==> src/rtl/ppi_io_master_if.sv <==
// Host request and PPI bus signal bundle for the Z80-style I/O cycle initiator.
// The master modport is the initiator's view; slave is the host/responder side.
interface ppi_io_master_if;
    logic       req_i;
    logic       we_i;
    logic [1:0] addr_i;
    logic [7:0] wdata_i;
    logic       busy_o;
    logic       done_o;
    logic [7:0] rdata_o;
    logic       nCS_o;
    logic       a0_o;
    logic       a1_o;
    logic       nIORD_o;
    logic       nIOWR_o;
    logic [7:0] d_o;
    logic       d_oe_o;
    logic [7:0] d_i;

    modport master (
        input  req_i, we_i, addr_i, wdata_i, d_i,
        output busy_o, done_o, rdata_o, nCS_o, a0_o, a1_o,
               nIORD_o, nIOWR_o, d_o, d_oe_o
    );

    modport slave (
        output req_i, we_i, addr_i, wdata_i, d_i,
        input  busy_o, done_o, rdata_o, nCS_o, a0_o, a1_o,
               nIORD_o, nIOWR_o, d_o, d_oe_o
    );
endinterface

==> src/rtl/ppi_io_master.sv <==
// Z80-style I/O cycle initiator toward an 8255 PPI: runs one timed
// setup/strobe/hold bus cycle per accepted host request.
module ppi_io_master #(
    parameter int unsigned SETUP_CYC  = 32'd1,
    parameter int unsigned STROBE_CYC = 32'd2,
    parameter int unsigned HOLD_CYC   = 32'd1
) (
    input  logic clk_i,
    input  logic nreset_i,
    ppi_io_master_if.master bus
);

    localparam logic [3:0] SETUP_LD  = 4'(SETUP_CYC - 32'd1);
    localparam logic [3:0] STROBE_LD = 4'(STROBE_CYC - 32'd1);
    localparam logic [3:0] HOLD_LD   = 4'(HOLD_CYC - 32'd1);

    typedef enum logic [1:0] {
        ST_IDLE   = 2'd0,
        ST_SETUP  = 2'd1,
        ST_STROBE = 2'd2,
        ST_HOLD   = 2'd3
    } state_t;

    logic [1:0] rst_sync_q;
    logic       rst_n_s;

    state_t     state_q, state_d;
    logic [3:0] cnt_q, cnt_d;
    logic       we_q, we_d;
    logic [1:0] addr_q, addr_d;
    logic [7:0] dout_q, dout_d;
    logic       doe_q, doe_d;
    logic       ncs_q, ncs_d;
    logic       nrd_q, nrd_d;
    logic       nwr_q, nwr_d;
    logic       busy_q, busy_d;
    logic       done_q, done_d;
    logic [7:0] rdata_q, rdata_d;

    // Reset synchronizer: assertion reaches the datapath at once, release is clocked.
    always_ff @(posedge clk_i or negedge nreset_i) begin
        if (!nreset_i) begin
            rst_sync_q <= 2'b00;
        end else begin
            rst_sync_q <= {rst_sync_q[0], 1'b1};
        end
    end

    assign rst_n_s = rst_sync_q[1];

    // State and output registers.
    always_ff @(posedge clk_i or negedge rst_n_s) begin
        if (!rst_n_s) begin
            state_q <= ST_IDLE;
            cnt_q   <= 4'd0;
            we_q    <= 1'b0;
            addr_q  <= 2'b00;
            dout_q  <= 8'h00;
            doe_q   <= 1'b0;
            ncs_q   <= 1'b1;
            nrd_q   <= 1'b1;
            nwr_q   <= 1'b1;
            busy_q  <= 1'b0;
            done_q  <= 1'b0;
            rdata_q <= 8'hFF;
        end else begin
            state_q <= state_d;
            cnt_q   <= cnt_d;
            we_q    <= we_d;
            addr_q  <= addr_d;
            dout_q  <= dout_d;
            doe_q   <= doe_d;
            ncs_q   <= ncs_d;
            nrd_q   <= nrd_d;
            nwr_q   <= nwr_d;
            busy_q  <= busy_d;
            done_q  <= done_d;
            rdata_q <= rdata_d;
        end
    end

    // Phase sequencing; every register value is decided one edge ahead so the pins stay glitch-free.
    always_comb begin
        state_d = state_q;
        cnt_d   = cnt_q;
        we_d    = we_q;
        addr_d  = addr_q;
        dout_d  = dout_q;
        doe_d   = doe_q;
        ncs_d   = ncs_q;
        nrd_d   = nrd_q;
        nwr_d   = nwr_q;
        busy_d  = busy_q;
        done_d  = 1'b0;
        rdata_d = rdata_q;

        case (state_q)
            ST_IDLE: begin
                if (bus.req_i) begin
                    we_d    = bus.we_i;
                    addr_d  = bus.addr_i;
                    dout_d  = bus.wdata_i;
                    doe_d   = bus.we_i;
                    ncs_d   = 1'b0;
                    busy_d  = 1'b1;
                    cnt_d   = SETUP_LD;
                    state_d = ST_SETUP;
                end else begin
                    busy_d  = 1'b0;
                end
            end
            ST_SETUP: begin
                if (cnt_q == 4'd0) begin
                    cnt_d   = STROBE_LD;
                    state_d = ST_STROBE;
                    if (we_q) begin
                        nwr_d = 1'b0;
                    end else begin
                        nrd_d = 1'b0;
                    end
                end else begin
                    cnt_d = cnt_q - 4'd1;
                end
            end
            ST_STROBE: begin
                if (cnt_q == 4'd0) begin
                    nrd_d   = 1'b1;
                    nwr_d   = 1'b1;
                    cnt_d   = HOLD_LD;
                    state_d = ST_HOLD;
                    // Sample on the last low-strobe edge, where the responder's registered data is valid.
                    if (!we_q) begin
                        rdata_d = bus.d_i;
                    end else begin
                        rdata_d = rdata_q;
                    end
                end else begin
                    cnt_d = cnt_q - 4'd1;
                end
            end
            ST_HOLD: begin
                if (cnt_q == 4'd0) begin
                    ncs_d   = 1'b1;
                    doe_d   = 1'b0;
                    busy_d  = 1'b0;
                    done_d  = 1'b1;
                    state_d = ST_IDLE;
                end else begin
                    cnt_d = cnt_q - 4'd1;
                end
            end
            default: begin
                ncs_d   = 1'b1;
                nrd_d   = 1'b1;
                nwr_d   = 1'b1;
                doe_d   = 1'b0;
                busy_d  = 1'b0;
                cnt_d   = 4'd0;
                state_d = ST_IDLE;
            end
        endcase
    end

    assign bus.busy_o  = busy_q;
    assign bus.done_o  = done_q;
    assign bus.rdata_o = rdata_q;
    assign bus.nCS_o   = ncs_q;
    assign bus.a0_o    = addr_q[0];
    assign bus.a1_o    = addr_q[1];
    assign bus.nIORD_o = nrd_q;
    assign bus.nIOWR_o = nwr_q;
    assign bus.d_o     = dout_q;
    assign bus.d_oe_o  = doe_q;

endmodule
==> src/flat_wrapper.sv <==
// flat-port wrapper written by rule: the top's interface ports become plain ports
module ppi_io_master_flat 
#(
    parameter int unsigned SETUP_CYC  = 32'd1,
    parameter int unsigned STROBE_CYC = 32'd2,
    parameter int unsigned HOLD_CYC   = 32'd1
)
  (clk_i, nreset_i, bus_req_i, bus_we_i, bus_addr_i, bus_wdata_i, bus_d_i, bus_busy_o, bus_done_o, bus_rdata_o, bus_nCS_o, bus_a0_o, bus_a1_o, bus_nIORD_o, bus_nIOWR_o, bus_d_o, bus_d_oe_o);
  ppi_io_master_if bus_i ();
  input  logic clk_i;
  input  logic nreset_i;
  input wire logic [$bits(bus_i.req_i)-1:0] bus_req_i;
  input wire logic [$bits(bus_i.we_i)-1:0] bus_we_i;
  input wire logic [$bits(bus_i.addr_i)-1:0] bus_addr_i;
  input wire logic [$bits(bus_i.wdata_i)-1:0] bus_wdata_i;
  input wire logic [$bits(bus_i.d_i)-1:0] bus_d_i;
  output wire logic [$bits(bus_i.busy_o)-1:0] bus_busy_o;
  output wire logic [$bits(bus_i.done_o)-1:0] bus_done_o;
  output wire logic [$bits(bus_i.rdata_o)-1:0] bus_rdata_o;
  output wire logic [$bits(bus_i.nCS_o)-1:0] bus_nCS_o;
  output wire logic [$bits(bus_i.a0_o)-1:0] bus_a0_o;
  output wire logic [$bits(bus_i.a1_o)-1:0] bus_a1_o;
  output wire logic [$bits(bus_i.nIORD_o)-1:0] bus_nIORD_o;
  output wire logic [$bits(bus_i.nIOWR_o)-1:0] bus_nIOWR_o;
  output wire logic [$bits(bus_i.d_o)-1:0] bus_d_o;
  output wire logic [$bits(bus_i.d_oe_o)-1:0] bus_d_oe_o;
  assign bus_i.req_i = bus_req_i;
  assign bus_i.we_i = bus_we_i;
  assign bus_i.addr_i = bus_addr_i;
  assign bus_i.wdata_i = bus_wdata_i;
  assign bus_i.d_i = bus_d_i;
  assign bus_busy_o = bus_i.busy_o;
  assign bus_done_o = bus_i.done_o;
  assign bus_rdata_o = bus_i.rdata_o;
  assign bus_nCS_o = bus_i.nCS_o;
  assign bus_a0_o = bus_i.a0_o;
  assign bus_a1_o = bus_i.a1_o;
  assign bus_nIORD_o = bus_i.nIORD_o;
  assign bus_nIOWR_o = bus_i.nIOWR_o;
  assign bus_d_o = bus_i.d_o;
  assign bus_d_oe_o = bus_i.d_oe_o;
  ppi_io_master #(.SETUP_CYC(SETUP_CYC), .STROBE_CYC(STROBE_CYC), .HOLD_CYC(HOLD_CYC)) u_core (.clk_i(clk_i), .nreset_i(nreset_i), .bus(bus_i));
endmodule
==> config.mk <==
export PLATFORM = sky130hd
export DESIGN_NAME = ppi_io_master_flat
export DESIGN_NICKNAME = d
export VERILOG_FILES = /design/src/rtl/ppi_io_master_if.sv /design/src/rtl/ppi_io_master.sv /design/src/flat_wrapper.sv
export SDC_FILE = /design/constraint.sdc
export NUM_CORES = 1
export LEC_CHECK = 0
export ABC_CLOCK_PERIOD_IN_PS = 1400
export BUFFER_PORTS_ARGS = -buffer_cell sky130_fd_sc_hd__buf_2
export CAP_MARGIN = 20
export CORE_UTILIZATION = 50
export DETAILED_ROUTE_END_ITERATION = 10
export PLACE_DENSITY = 0.79
export SYNTH_ARGS = -nofsm -noshare
export SYNTH_HDL_FRONTEND = slang
export SYNTH_SLANG_ARGS = --single-unit
==> constraint.sdc <==
create_clock -name clk_i -period 1.4 [get_ports clk_i]
set_input_delay 0.28 -clock clk_i [delete_from_list [all_inputs] [get_ports clk_i]]
set_output_delay 0.28 -clock clk_i [all_outputs]
set_load 0.02 [all_outputs]
==> run_results.csv <==
group,metric,value,unit
placement,gp_congestion,0.7904,
yosys,synth_cells,117,
route,wirelength,4566,um
yosys,ys.warnings.count,0,
worst_setup_path,slowest_delay,0.46,ns
route,drc,0,
sta,max_freq,0.5847,GHz
route,top_layer_used,"met4",
grt,track_usage,24.41,%
worst_setup_path,crit_fanout,4,
yosys,synth-edff-count,0,
power,leakagePower,1.066,nW
route,drt.antenna.violating_nets,0,
power,p_int,0.003766,W
sta,slew_viol_final,0,
power,sw_frac_of_total,43.17,%
yosys,synthTopCellsByArea,"dfrtp_1, dfstp_2, mux2_2",
route,m1WireLength,1757,um
worst_setup_path,endpoint_kind,"flip-flop",
placement,portBuffers,45,
yosys,synth_area_per_cell,12.70,um2
die,top_level_ports,46,
worst_setup_path,crit_type,"reg2reg",
yosys,synth_top_area_share,37.04,%
power,p_sw,0.002860,W
die,core,2781,um2
layout,area_growth,54.21,%
run,drv_cap,0,
worst_setup_path,cp_top_family,"flip-flops",
worst_setup_path,cp.required,1.63,ns
layout,finalCoreUtilization,82.41,%
worst_setup_path,worstPathArrival,1.94,ns
power,power_frac_comb,63.6,%
sta,grt_setup_unrepaired,"true",
clock_tree,cts_tree,"yes",
yosys,synth.most_common_cell,"dfrtp_1",
clock_tree,cts.clk_slew.worst_paths,0.12,ns
grt,grt_max_degree,32,
power,pwr-share-seq,27.9,%
route,drtIter0Drc,50,
yosys,ys_types,33,
route,dr_wl_met2,2381,um
route,wl_per_cell,20.75,um
power,clkPwrFrac,8.5,%
yosys,ys.flop_type,"dfrtp_1",
power,peakVddDrop,2982,uV
die,dieWidth,56.53,um
yosys,synth_largest_area_cell,"dfrtp_1",
grt,grt_pass1_wl,5865,um
clock_tree,cts_buffers,5,
die,dieArea,3195,um2
clock_tree,clock_path_buffers,2,
layout,fin_cells,220,
route,wl_met3,253,um
worst_setup_path,startpoint_type,"flip-flop",
sta,setup_violations,30,
sta,finalClockSkew,0.01983,ns
layout,diodes,0,
clock_tree,insertion_delay,0.36,ns
worst_setup_path,crit_buf_inv,1,
power,power,0.006626,W
yosys,synth_nets,145,
route,dr.pass1.iters,4,
clock_tree,htree_levels,2,
grt,antenna_found_initial,0,
worst_setup_path,cp_slowest_cell,"dfrtp_2",
die,die_h,56.53,um
route,viasPerCell,5.891,
placement,placedCellCount,205,
layout,final_area,2292,um2
placement,place_area,1889,um2
power,pwr_density_cell,2891,nW/um2
sta,final_hold_viol_count,0,
die,num_rows,19,
sta,period_share,122.2,%
outcome,status,"finished with violations",
sta,worst_slack,-0.3103,ns
yosys,synth-seq-area-share,56.48,%
clock_tree,ctsRootBufferMaster,"clkbuf_4",
clock_tree,clock-sinks,33,
grt,overflow,0,
outcome,violations,"negative setup slack",
placement,dpl.hpwl,2440,um
yosys,synth_area,1486,um2
yosys,synth_seq_cells,33,
route,dr_total_vias,1296,
layout,fin_nets,216,
min_path,hold_path_class,"in2reg",
yosys,async_flop_share,100.0,%
yosys,synth_top_cells_by_count,"dfrtp_1, mux2_2, dfstp_2, inv_1",
die,start_util,53.44,%
sta,period_needed,1.710,ns
grt,grt_pass1_vias,1300,
sta,hold_slack,0.1560,ns
layout,drive_above_1_share,74.60,%
worst_setup_path,path_cells,"inv_2 > ha_4 > or3_4 > a21oi_4 > mux2_4",
layout by cell type, fill, tap and decap left out, drive strengths merged, types with 4 or more instances in the layout:
cell,synthesis,layout
ha,6,6
clkbuf,2,5
nand2,3,4
buf,2,66
inv,11,10
dfrtp,22,22
mux2,20,20
a21oi,6,6
clkinvlp,0,4
dfstp,11,11
cell families (layout without fill, tap and decap cells):
kind of cell,Yosys count,count (layout),synth area share [%]
flip-flops,33,33,56.48
AO/OA/AOI/OAI,23,23,10.86
multiplexers,20,20,15.15
AND/OR/NAND/NOR,19,20,7.829
buffers and inverters,15,86,4.377
adder cells (fa/ha/maj),6,6,5.050
other,1,1,0.2523
final timing paths:
kind	start	slack [ns]	depth (start not counted)	to
setup / recovery	u_core.state_q[0]	-0.31	5	u_core.state_q[1]
hold / removal	bus_wdata_i[2]	0.16	2	u_core.bus.d_o[2]
setup reg to reg	u_core.state_q[0]	-0.31	5	u_core.state_q[1]
hold reg to reg	u_core.rst_sync_q[1]	0.26	1	u_core.bus.d_oe_o
max in group asynchronous	u_core.rst_sync_q[1]	0.82	1	u_core.bus.rdata_o[0]
min in group asynchronous	nreset_i	0.24	2	u_core.rst_sync_q[1]
layer usage:
metal | up-vias | global-route usage (%)
met3 | 19 | 5.991
met1 | 659 | 27.30
met4 | 0 | 11.85
met5 | - | 0
li1 | 557 | -
met2 | 61 | 43.03
per-stage QoR:
stage / TNS, ns / setup slack (ns)
floorplan: -2.105 / -0.2478
global placement: -3.071 / -0.2775
detailed placement: -5.164 / -0.3200
CTS: -2.322 / -0.2490
global route: -5.956 / -0.3568
finish: -4.544 / -0.3103
state kept, by name, summed over array words and instances, names as in the netlist, 2 cells and up:
| name | count |
|---|---|
| u_core.bus.d_o | 8 |
| u_core.bus.rdata_o | 8 |
| u_core.cnt_q | 4 |
| u_core.addr_q | 2 |
| u_core.rst_sync_q | 2 |
| u_core.state_q | 2 |
area by class of cell:
type	count	area (um2)
Multi-Input combinational cell	70	875.8
Sequential cell	33	842.1
Fill cell	133	489.2
Timing Repair Buffer	67	427.9
Inverter	11	47.55
Tap cell	31	38.79
Clock buffer	5	37.54
Clock inverter	3	22.52
power by group through the flow:
stage | Combinational [W] | Sequential (W) | Clock, W
after CTS | 0.00337 | 0.00178 | 0.000552
after floorplan | 0.00157 | 0.00219 | 0
final | 0.00421 | 0.00185 | 0.000562
after detailed placement | 0.00288 | 0.00176 | 0
after global placement | 0.00273 | 0.00172 | 0
after global routing | 0.00442 | 0.00188 | 0.000608
timing repair:
| item | in CTS | in global routing |
|---|---|---|
| endpoints found under the hold margin | 2 | 0 |
| pin swaps | 10 | 12 |
| gates cloned | 1 | 0 |
| setup endpoints to repair | 30 | 30 |
| hold buffers | 1 | 0 |
| resized for setup | 27 | 36 |
| setup buffers | 3 | 3 |
(Power assumes the default switching activity.)
